[src/rtl/cp0_int_ctrl.sv]
// ============================================================================
// Module   : cp0_int_ctrl
// Brief    : CP0 interrupt/exception controller with SR/Cause/EPC/PRId access
// Revision : 1.0 - initial release
// ============================================================================
`default_nettype none

module cp0_int_ctrl #(
  parameter logic [31:0] PRID = 32'h0000_C0DE
) (
  input  logic        Clk,
  input  logic        Reset,
  input  logic [4:0]  A1,
  input  logic [4:0]  A2,
  input  logic [31:0] DIn,
  input  logic        We,
  input  logic [31:0] PcIn,
  input  logic        BdIn,
  input  logic [4:0]  ExcCodeIn,
  input  logic [5:0]  HwInt,
  input  logic        EretIn,
  output logic        IntReq,
  output logic [31:0] Epc,
  output logic [31:0] DOut
);

  localparam logic [4:0]  c_reg_sr    = 5'd12;
  localparam logic [4:0]  c_reg_cause = 5'd13;
  localparam logic [4:0]  c_reg_epc   = 5'd14;
  localparam logic [4:0]  c_reg_prid  = 5'd15;
  localparam logic [31:0] c_word_mask = 32'hFFFF_FFFC;

  logic [5:0]  r_im;
  logic        r_exl;
  logic        r_ie;
  logic        r_bd;
  logic [5:0]  r_ip;
  logic [4:0]  r_exccode;
  logic [31:0] r_epc;

  logic        w_irq_hit;
  logic        w_exc_hit;
  logic [31:0] w_victim_pc;
  logic [31:0] w_sr;
  logic [31:0] w_cause;

  assign w_irq_hit = (|(HwInt & r_im)) & r_ie & ~r_exl;
  assign w_exc_hit = (ExcCodeIn != 5'd0) & ~r_exl;
  assign IntReq    = w_irq_hit | w_exc_hit;

  // A delay-slot victim must return to its branch, one word earlier.
  assign w_victim_pc = BdIn ? (PcIn - 32'd4) : PcIn;

  assign w_sr    = {16'b0, r_im, 8'b0, r_exl, r_ie};
  assign w_cause = {r_bd, 15'b0, r_ip, 3'b0, r_exccode, 2'b00};
  assign Epc     = r_epc;

  always_ff @(posedge Clk) begin
    if (Reset) begin
      r_im      <= 6'd0;
      r_exl     <= 1'b0;
      r_ie      <= 1'b0;
      r_bd      <= 1'b0;
      r_ip      <= 6'd0;
      r_exccode <= 5'd0;
      r_epc     <= 32'd0;
    end else begin
      r_ip <= HwInt;
      if (IntReq) begin
        r_exl     <= 1'b1;
        r_bd      <= BdIn;
        r_exccode <= w_irq_hit ? 5'd0 : ExcCodeIn;
        r_epc     <= w_victim_pc & c_word_mask;
      end else begin
        if (We && (A2 == c_reg_sr)) begin
          r_im  <= DIn[15:10];
          r_exl <= DIn[1];
          r_ie  <= DIn[0];
        end
        if (We && (A2 == c_reg_epc)) begin
          r_epc <= DIn & c_word_mask;
        end
        // eret wins over a same-cycle SR write for the EXL bit only.
        if (EretIn) begin
          r_exl <= 1'b0;
        end
      end
    end
  end

  always_comb begin
    DOut = 32'd0;
    case (A1)
      c_reg_sr:    DOut = w_sr;
      c_reg_cause: DOut = w_cause;
      c_reg_epc:   DOut = r_epc;
      c_reg_prid:  DOut = PRID;
      default:     DOut = 32'd0;
    endcase
  end

endmodule

`default_nettype wire

[config.mk]
export PLATFORM = sky130hd
export DESIGN_NAME = cp0_int_ctrl
export DESIGN_NICKNAME = d
export VERILOG_FILES = /design/src/rtl/cp0_int_ctrl.sv
export SDC_FILE = /design/constraint.sdc
export NUM_CORES = 1
export LEC_CHECK = 0
export ABC_AREA = 1
export BUFFER_PORTS_ARGS = -buffer_cell sky130_fd_sc_hd__buf_2
export CAP_MARGIN = 20
export CORE_MARGIN = 5
export CORE_UTILIZATION = 35
export CTS_BUF_LIST = sky130_fd_sc_hd__clkbuf_16
export DETAILED_ROUTE_END_ITERATION = 10
export PLACE_DENSITY = 0.7
export SLEW_MARGIN = 20
export SYNTH_ARGS = -nofsm -noshare
export SYNTH_HDL_FRONTEND = slang
export SYNTH_SLANG_ARGS = --single-unit
[constraint.sdc]
create_clock -name Clk -period 1.2 [get_ports Clk]
set_input_delay 0.06 -clock Clk [delete_from_list [all_inputs] [get_ports Clk]]
set_output_delay 0.06 -clock Clk [all_outputs]
set_load 0.01 [all_outputs]
; ---- After elaboration in Yosys (flattened, before gate mapping)
; Cells that the tools add are included.
[totals]
regBits = 50
input_bits = 90
out_inout_bits = 65
[classes]
add_sub_neg = 1
eq_ne = 6
n_mux = 8
n_bitwise = 7
reduce_logical = 7
[ops]
columns = operator, n
row1 = 32-bit case mux with 4 select lines, 1
row2 = 32-bit 2-to-1 mux, 3
row3 = "32-bit by 3-bit subtractor with 32-bit output, second input constant", 1
row4 = "5-bit by 4-bit equality test with 1-bit output, second input constant", 6
row5 = 6-bit AND, 1
row6 = 6-bit OR reduction, 1
row7 = 5-bit 2-to-1 mux, 1
row8 = 5-bit nonzero test, 1
row9 = 1-bit AND, 3
row10 = 1-bit 2-to-1 mux, 3
row11 = 3-bit nonzero test, 1
row12 = 1-bit logical AND, 2
row13 = 1-bit NOT, 2
row14 = 2-bit AND reduction, 1
row15 = 2-bit nonzero test, 1
row16 = 1-bit OR, 1

; ---- Logic depth before layout (Yosys ltp)
; Gate-level depths: netlist (run 1).
[logic_depth]
ltp_word = 7
ltp_mapped = 12

; ---- Worst setup path after synthesis (run 1)
; No wires, ideal clock.
[synth_timing]
path_type = flip-flop to flip-flop
from = register r_im[0]
to = register r_epc[22], in the netlist Epc[22]
setup_ns = 0.132
arrival_time_ns = 1.162
setup_slack_ns = -0.094
path_stages_with_launch = 12
path_buffers = 2
period_less_slack_ns = 1.294
path_cell_list = dfxtp_1 inv_1 o21ai_1 nor2_1 nand2_1 nand3_2 nand2_4 buf_6 buf_6 nand2_1 nand2_1 a21oi_1
[synth_between]
elab_chain_cells = 6
word_cells_on_any_way = 7
classes_between = mux: 1 / bitwise: 4 / reduce/logical: 2
[synth_rtl]
columns = item, line_no
row1 = "start, declared", 33  ; logic [5:0] r_im;
row2 = "start signal, assigned", 76  ; r_im <= DIn[15:10];
row3 = 6-bit AND (*), 47  ; assign w_irq_hit = (|(HwInt & r_im)) & r_ie & ~r_exl;
row4 = 6-bit OR reduction (*), 47
row5 = 1-bit AND (*) (2 in series), 47
row6 = 1-bit OR (*), 49  ; assign IntReq = w_irq_hit | w_exc_hit;
row7 = 32-bit 2-to-1 mux / 2-bit nonzero test (equally long branches), n/a
row8 = "end signal, assigned", 73  ; r_epc <= w_victim_pc & c_word_mask;
row9 = "end signal, assigned", 81  ; r_epc <= DIn & c_word_mask;
row10 = "end, declared", 39  ; logic [31:0] r_epc;
; Mark *: on every way between the ends. The rest lies on a longest branch, timed or not.
; A chain may end at the register's enable or synchronous reset.

; ---- Final worst setup path (run 1)
[layout_timing]
from = register r_im[1]
to = register r_epc[4], in the netlist Epc[4]
; Same word-level chain as after synthesis.

==> out/summary.txt, run 1 <==
outcome - finished with violations
violations in the final reports - setup timing
Final Setup Violations - 46
die area - 0.01213 mm^2
PD cells - 847.6 mW/mm^2
DRT Pass-1 Iters - 5
Max VDD drop - 0.6706 mV
pre-CTS setup slack - -0.2519 ns
Yosys warning count - 0
I/O Pins - 155
Gate Count Post-Synth - 595
vias in the first global route - 4050
CP most frequent cell - nand2_2
Yosys reg bits - 50
Worst Min Path Start - DIn[0]
CP endpoint kind - flip-flop
largest area contributor in the netlist - dfxtp_1
routed wire length - 13440 um
clk_skew - 0.006746 ns
f_max - 632.5 MHz
placed cell count - 931
Cell Area, Synth - 0.003508 mm^2
RePlAce Congestion - 0.9056
Synth top area share - 28.53%
port bufs - 150
slowest CP cell - dfxtp_2
final setup margin - -0.3810 ns
dominant synthesized flop cell - dfxtp_1
HPWL Detailed - 10230 um
largest net degree at the start of global routing - 34
Final Hold Fails - 0
Post-synth EDFFs - 0
total track usage - 20.84%
hold path depth - 3
Post-Layout Cell Count - 956
CP Launch Type - flip-flop
Die Y - 110.1 um
Buf+Inv Stages, Crit Path - 2
via count - 4467
wire length per cell - 14.05 um
initial drt markers - 279
crit path DAT - 1.79 ns
Reg2Reg Depth - 11
worst-skew pair later-pin latency - 0.29 ns
worst r2r src - r_im[1]
share of layout cells above drive strength 1 - 38.15%
Die Width - 110.1 um
Final nets - 913
Lkg Pwr - 2.823 nW
Rows - 36
antenna violations before repair - 0
Clock Pin Slew Worst Setup and Hold Paths - 0.07 ns
clk root buf - clkbuf_16
Num CTS Buffers - 5
worst slew pin tran - 0.5842 ns
hold_ws - 0.02335 ns
Netlist cell types - 36
FF-to-FF setup slack - -0.38 ns
first-pass GRT wire length - 19840 um
ordered cell list for the critical path - nand2_2 > o21ai_2 > nor2_2 > nand2_2 > nand3_4 > nand2_4 > buf_12 > nor2_4 > clkbuf_16 > nand2_2 > a21oi_1
H-tree depth - 2
CP Max Fanout - 6
reg-to-reg endpoint - Epc[4]
Inserted Diodes - 0
synthesis-to-layout area growth - 57.85%
CP top delay family - simple AND/OR/NAND/NOR gates
via-per-instance ratio - 4.673
worst hold path endpoint - r_ie
Final Power - 4.694 mW
Final Cycle Share - 131.8%
commonest non-fill, non-tap cells in the layout - 167 x nand2_1, 149 x buf_2, 92 x nor2_1
sequential-to-total area share from yosys stat - 28.53%
grt ovf - 0
Worst slew margin - 61.01%
Worst path max stage delay - 0.33 ns
RSZ-0062 raised after global routing - yes
Mean Syn Cell Area - 5.896 um^2
post-route ant nets - 0
Final Core Density - 56.66%
Initial Utilization - 35.89%
ranking of synthesized cells by area - dfxtp_1 29%, nand2_1 20%, nor2_1 11%
DRC violations left - 0
CTS tree - built
worst hold path class - in -> reg
Bufs on Longest Clock Path - 2
Final min period - 1.581 ns
critical path class - reg -> reg
core area - 0.009774 mm^2
Pins Over Slew Limit - 0
WP data required - 1.41 ns
commonest non-fill, non-tap cell in the layout - nand2_1
fraction of registers with async set/reset - 0%
MaxCap Viol Count - 0
CTS Sinks - 50
## what timing repair did
item                                    in CTS  in global routing
buffers inserted                             6                  4
hold buffers                                 3                  0
cloned                                       5                  2
pin swaps                                    9                  5
endpoints found under the hold margin        3                  0
resized for setup                           40                 38
endpoints found under the setup margin      46                 47
## cell families after synthesis
kind of cell / share of synthesized area [%]
flip-flops: 28.53
buffers and inverters: 12.34
adder cells (fa/ha/maj): 0.3566
AND/OR/NAND/NOR: 39.87
XOR/XNOR: 3.994
AO/OA/AOI/OAI: 14.80
other: 0.1069
## registers in the layout (all words and copies together) (netlist names)
| signal | flops |
|---|---|
| r_exccode | 5 |
| r_im | 6 |
| r_exl | 1 |
| Epc | 30 |
| r_ip | 6 |
| r_bd | 1 |
| r_ie | 1 |
## Yosys cell counts (5+ instances only)
master    count
nor2_1      100
xor2_1       11
xnor2_1       5
o21ai_0      30
o211ai_1     10
o21ai_1       7
nand3_1      26
dfxtp_1      50
clkbuf_1      8
nand4_1       7
buf_2         7
nor2_2        6
nand2_1     184
inv_1        74
a21oi_1      31
## tightest hold or removal path, cell delays in order
cell,delay [ns]
buf_2,0.10
nor2_2,0.04
nor2_1,0.08
## area by class of cell
type                    count  area (um^2)
clock buffers               5        125.1
clock inverters             3        16.27
fillers                   986         4237
inverters                  77        299.0
multi-input cells         445         2238
flip-flops and latches     50         1007
well taps                 133        166.4
repair buffers            242         1674
repair inverters            1        11.26
## through the flow
stage	TNS (ns)	area (um^2)
after detailed placement	-8.978	4942
after global routing	-15.96	5538
after global placement	-7.224	4942
final	-12.53	5538
after CTS	-9.521	5390
after floorplan	-2.201	3531
## layer usage
metal | part of all wire (%) | global-route usage, %
met5 | 0 | 0
met3 | 7.6 | 2.388
met1 | 45 | 29.75
met2 | 46 | 33.45
met4 | 1.6 | 5.277
## worst max path at each step
stage | cells past startpoint | startpoint | slack (ns) | end
finish | 11 | r_im[1] | -0.38 | Epc[4]
detailed placement | 11 | PcIn[8] | -0.25 | Epc[29]
global placement | 11 | PcIn[8] | -0.24 | Epc[29]
CTS | 9 | r_im[2] | -0.28 | IntReq
global route | 11 | r_im[0] | -0.45 | Epc[30]
floorplan | 11 | r_im[0] | -0.09 | Epc[22]
## where the power goes
part           internal [mW]  switching [mW]
logic                  0.675           0.752
registers               1.78          0.0959
clock network          0.763           0.624
total                   3.22            1.47
No activity file was read; power rests on OpenSTA's default activity.
==> inputs of run 2 (changes only) <==
--- a/config.mk
+++ b/config.mk
@@ -9,10 +9,10 @@
 export BUFFER_PORTS_ARGS = -buffer_cell sky130_fd_sc_hd__buf_2
 export CAP_MARGIN = 20
 export CORE_MARGIN = 5
-export CORE_UTILIZATION = 35
+export CORE_UTILIZATION = 44
 export CTS_BUF_LIST = sky130_fd_sc_hd__clkbuf_16
 export DETAILED_ROUTE_END_ITERATION = 10
-export PLACE_DENSITY = 0.7
+export PLACE_DENSITY = 0.83
 export SLEW_MARGIN = 20
 export SYNTH_ARGS = -nofsm -noshare
 export SYNTH_HDL_FRONTEND = slang
==> out/summary.txt, run 2 (synthesis results as in run 1) <==
CTS tree - built
Pins Over Slew Limit - 0
routed wire length - 13770 um
Worst slew margin - 57.62%
CP endpoint kind - flip-flop
max reg flops - 30
crit path DAT - 1.91 ns
via count - 4744
Final nets - 903
worst-skew pair later-pin latency - 0.29 ns
DRC violations left - 2
placed cell count - 890
vias in the first global route - 4478
WP data required - 1.42 ns
Final Cycle Share - 140.8%
final setup margin - -0.4901 ns
clk_skew - 0.006546 ns
Max VDD drop - 0.8028 mV
commonest non-fill, non-tap cell in the layout - nand2_1
H-tree depth - 2
Initial Utilization - 45.40%
initial drt markers - 567
worst hold path class - in -> reg
share of layout cells above drive strength 1 - 37.52%
CP Max Fanout - 5
CTS Sinks - 50
first-pass GRT wire length - 20770 um
core area - 0.007727 mm^2
CP Launch Type - flip-flop
Post-Layout Cell Count - 915
Final Power - 4.841 mW
outcome - finished with violations
Final min period - 1.690 ns
HPWL Detailed - 10150 um
f_max - 591.7 MHz
RSZ-0062 raised after global routing - yes
total track usage - 25.71%
port bufs - 150
MaxCap Viol Count - 0
worst slew pin tran - 0.6350 ns
Rows - 32
I/O Pins - 155
slowest CP cell - dfxtp_1
PD cells - 907.5 mW/mm^2
clk root buf - clkbuf_16
Buf+Inv Stages, Crit Path - 3
ordered cell list for the critical path - nand2_1 > nand2_2 > nor2_1 > nand2_1 > nand3_2 > nand2_4 > buf_12 > buf_12 > nor2_4 > buf_6 > o21ai_1 > nor2_1
die area - 0.009860 mm^2
Die Y - 99.30 um
wire length per cell - 15.05 um
via-per-instance ratio - 5.185
commonest non-fill, non-tap cells in the layout - 174 x nand2_1, 149 x buf_2, 97 x nor2_1
largest net degree at the start of global routing - 34
Final Hold Fails - 0
filler instances - 624
Fin Setup TNS - -15.62 ns
Die Width - 99.30 um
antenna violations before repair - 0
CP top delay family - simple AND/OR/NAND/NOR gates
Bufs on Longest Clock Path - 2
Clock Pin Slew Worst Setup and Hold Paths - 0.07 ns
violations in the final reports - DRC, setup timing
critical path class - reg -> reg
post-route ant nets - 0
grt ovf - 0
Lkg Pwr - 2.737 nW
RePlAce Congestion - 0.9363
Inserted Diodes - 0
DRT Pass-1 Iters - 9
Final Setup Violations - 46
Worst path max stage delay - 0.33 ns
Num CTS Buffers - 5
synthesis-to-layout area growth - 52.03%
run 2: changes by cell type in the layout (fill, tap and decap cells not counted), sizes merged:
cell / change
buf: -7
bufbuf: +1
bufinv: +1
clkbuf: -2
dlygate4sd3: -1
inv: -2
run 2: cell type report:
cell class                      instances  area [um^2]  share of cell area, %
Timing Repair Buffer                  233         1519                  28.48
Inverter                               77        302.8                  5.677
Clock inverter                          3        40.04                 0.7506
Tap cell                              102        127.6                  2.393
Clock buffer                            5        125.1                  2.346
Multi-Input combinational cell        445         2212                  41.47
Sequential cell                        50         1007                  18.88
run 2: power breakdown:
group | internal (mW) | leakage [nW] | total, mW | switching, mW
clock | 0.977 | 0.0836 | 1.61 | 0.633
combinational | 0.621 | 2.24 | 1.35 | 0.728
sequential | 1.78 | 0.416 | 1.88 | 0.0972
run 2: final timing paths:
| kind | start | end | slack [ns] | cells after the start |
|---|---|---|---|---|
| worst max-delay path | r_im[3] | r_im[4] | -0.49 | 12 |
| worst min-delay path | DIn[15] | r_im[5] | 0.02 | 3 |
| worst max register to register | r_im[3] | r_im[4] | -0.49 | 12 |
| worst min register to register | r_exccode[0] | r_exccode[0] | 0.47 | 2 |
run 2: worst min-delay path, delay by kind of cell:
family	cells	cell delay (ns)
AND/OR/NAND/NOR	2	0.12
buffers and inverters	1	0.09
run 2: per-layer routing:
metal  vias up  GRT usage, %  part of all wire (%)
li1       2289             -                     -
met5         -             0                     0
met3        46         4.909                    10
met2       284         45.66                    50
met1      2125         30.98                    37
met4         0         8.613                   3.1
run 2: through the flow:
stage	util, %	hold WS [ns]	setup slack [ns]	instance area, um^2
floorplan	-	0.1670	-0.09116	3531
global placement	62.32	0.2902	-0.2087	4816
global route	69.03	0.03000	-0.5586	5334
detailed placement	62.32	0.2972	-0.2996	4816
finish	69.03	0.01995	-0.4901	5334
CTS	67.49	0.004859	-0.3974	5215
run 2: repair_timing:
| item | CTS | global route |
|---|---|---|
| endpoints found under the hold margin | 2 | 0 |
| gates cloned | 2 | 0 |
| pin swaps | 6 | 11 |
| resized for setup | 40 | 35 |
| buffers inserted | 9 | 5 |
| hold buffers | 2 | 0 |
| setup endpoints to repair | 46 | 53 |
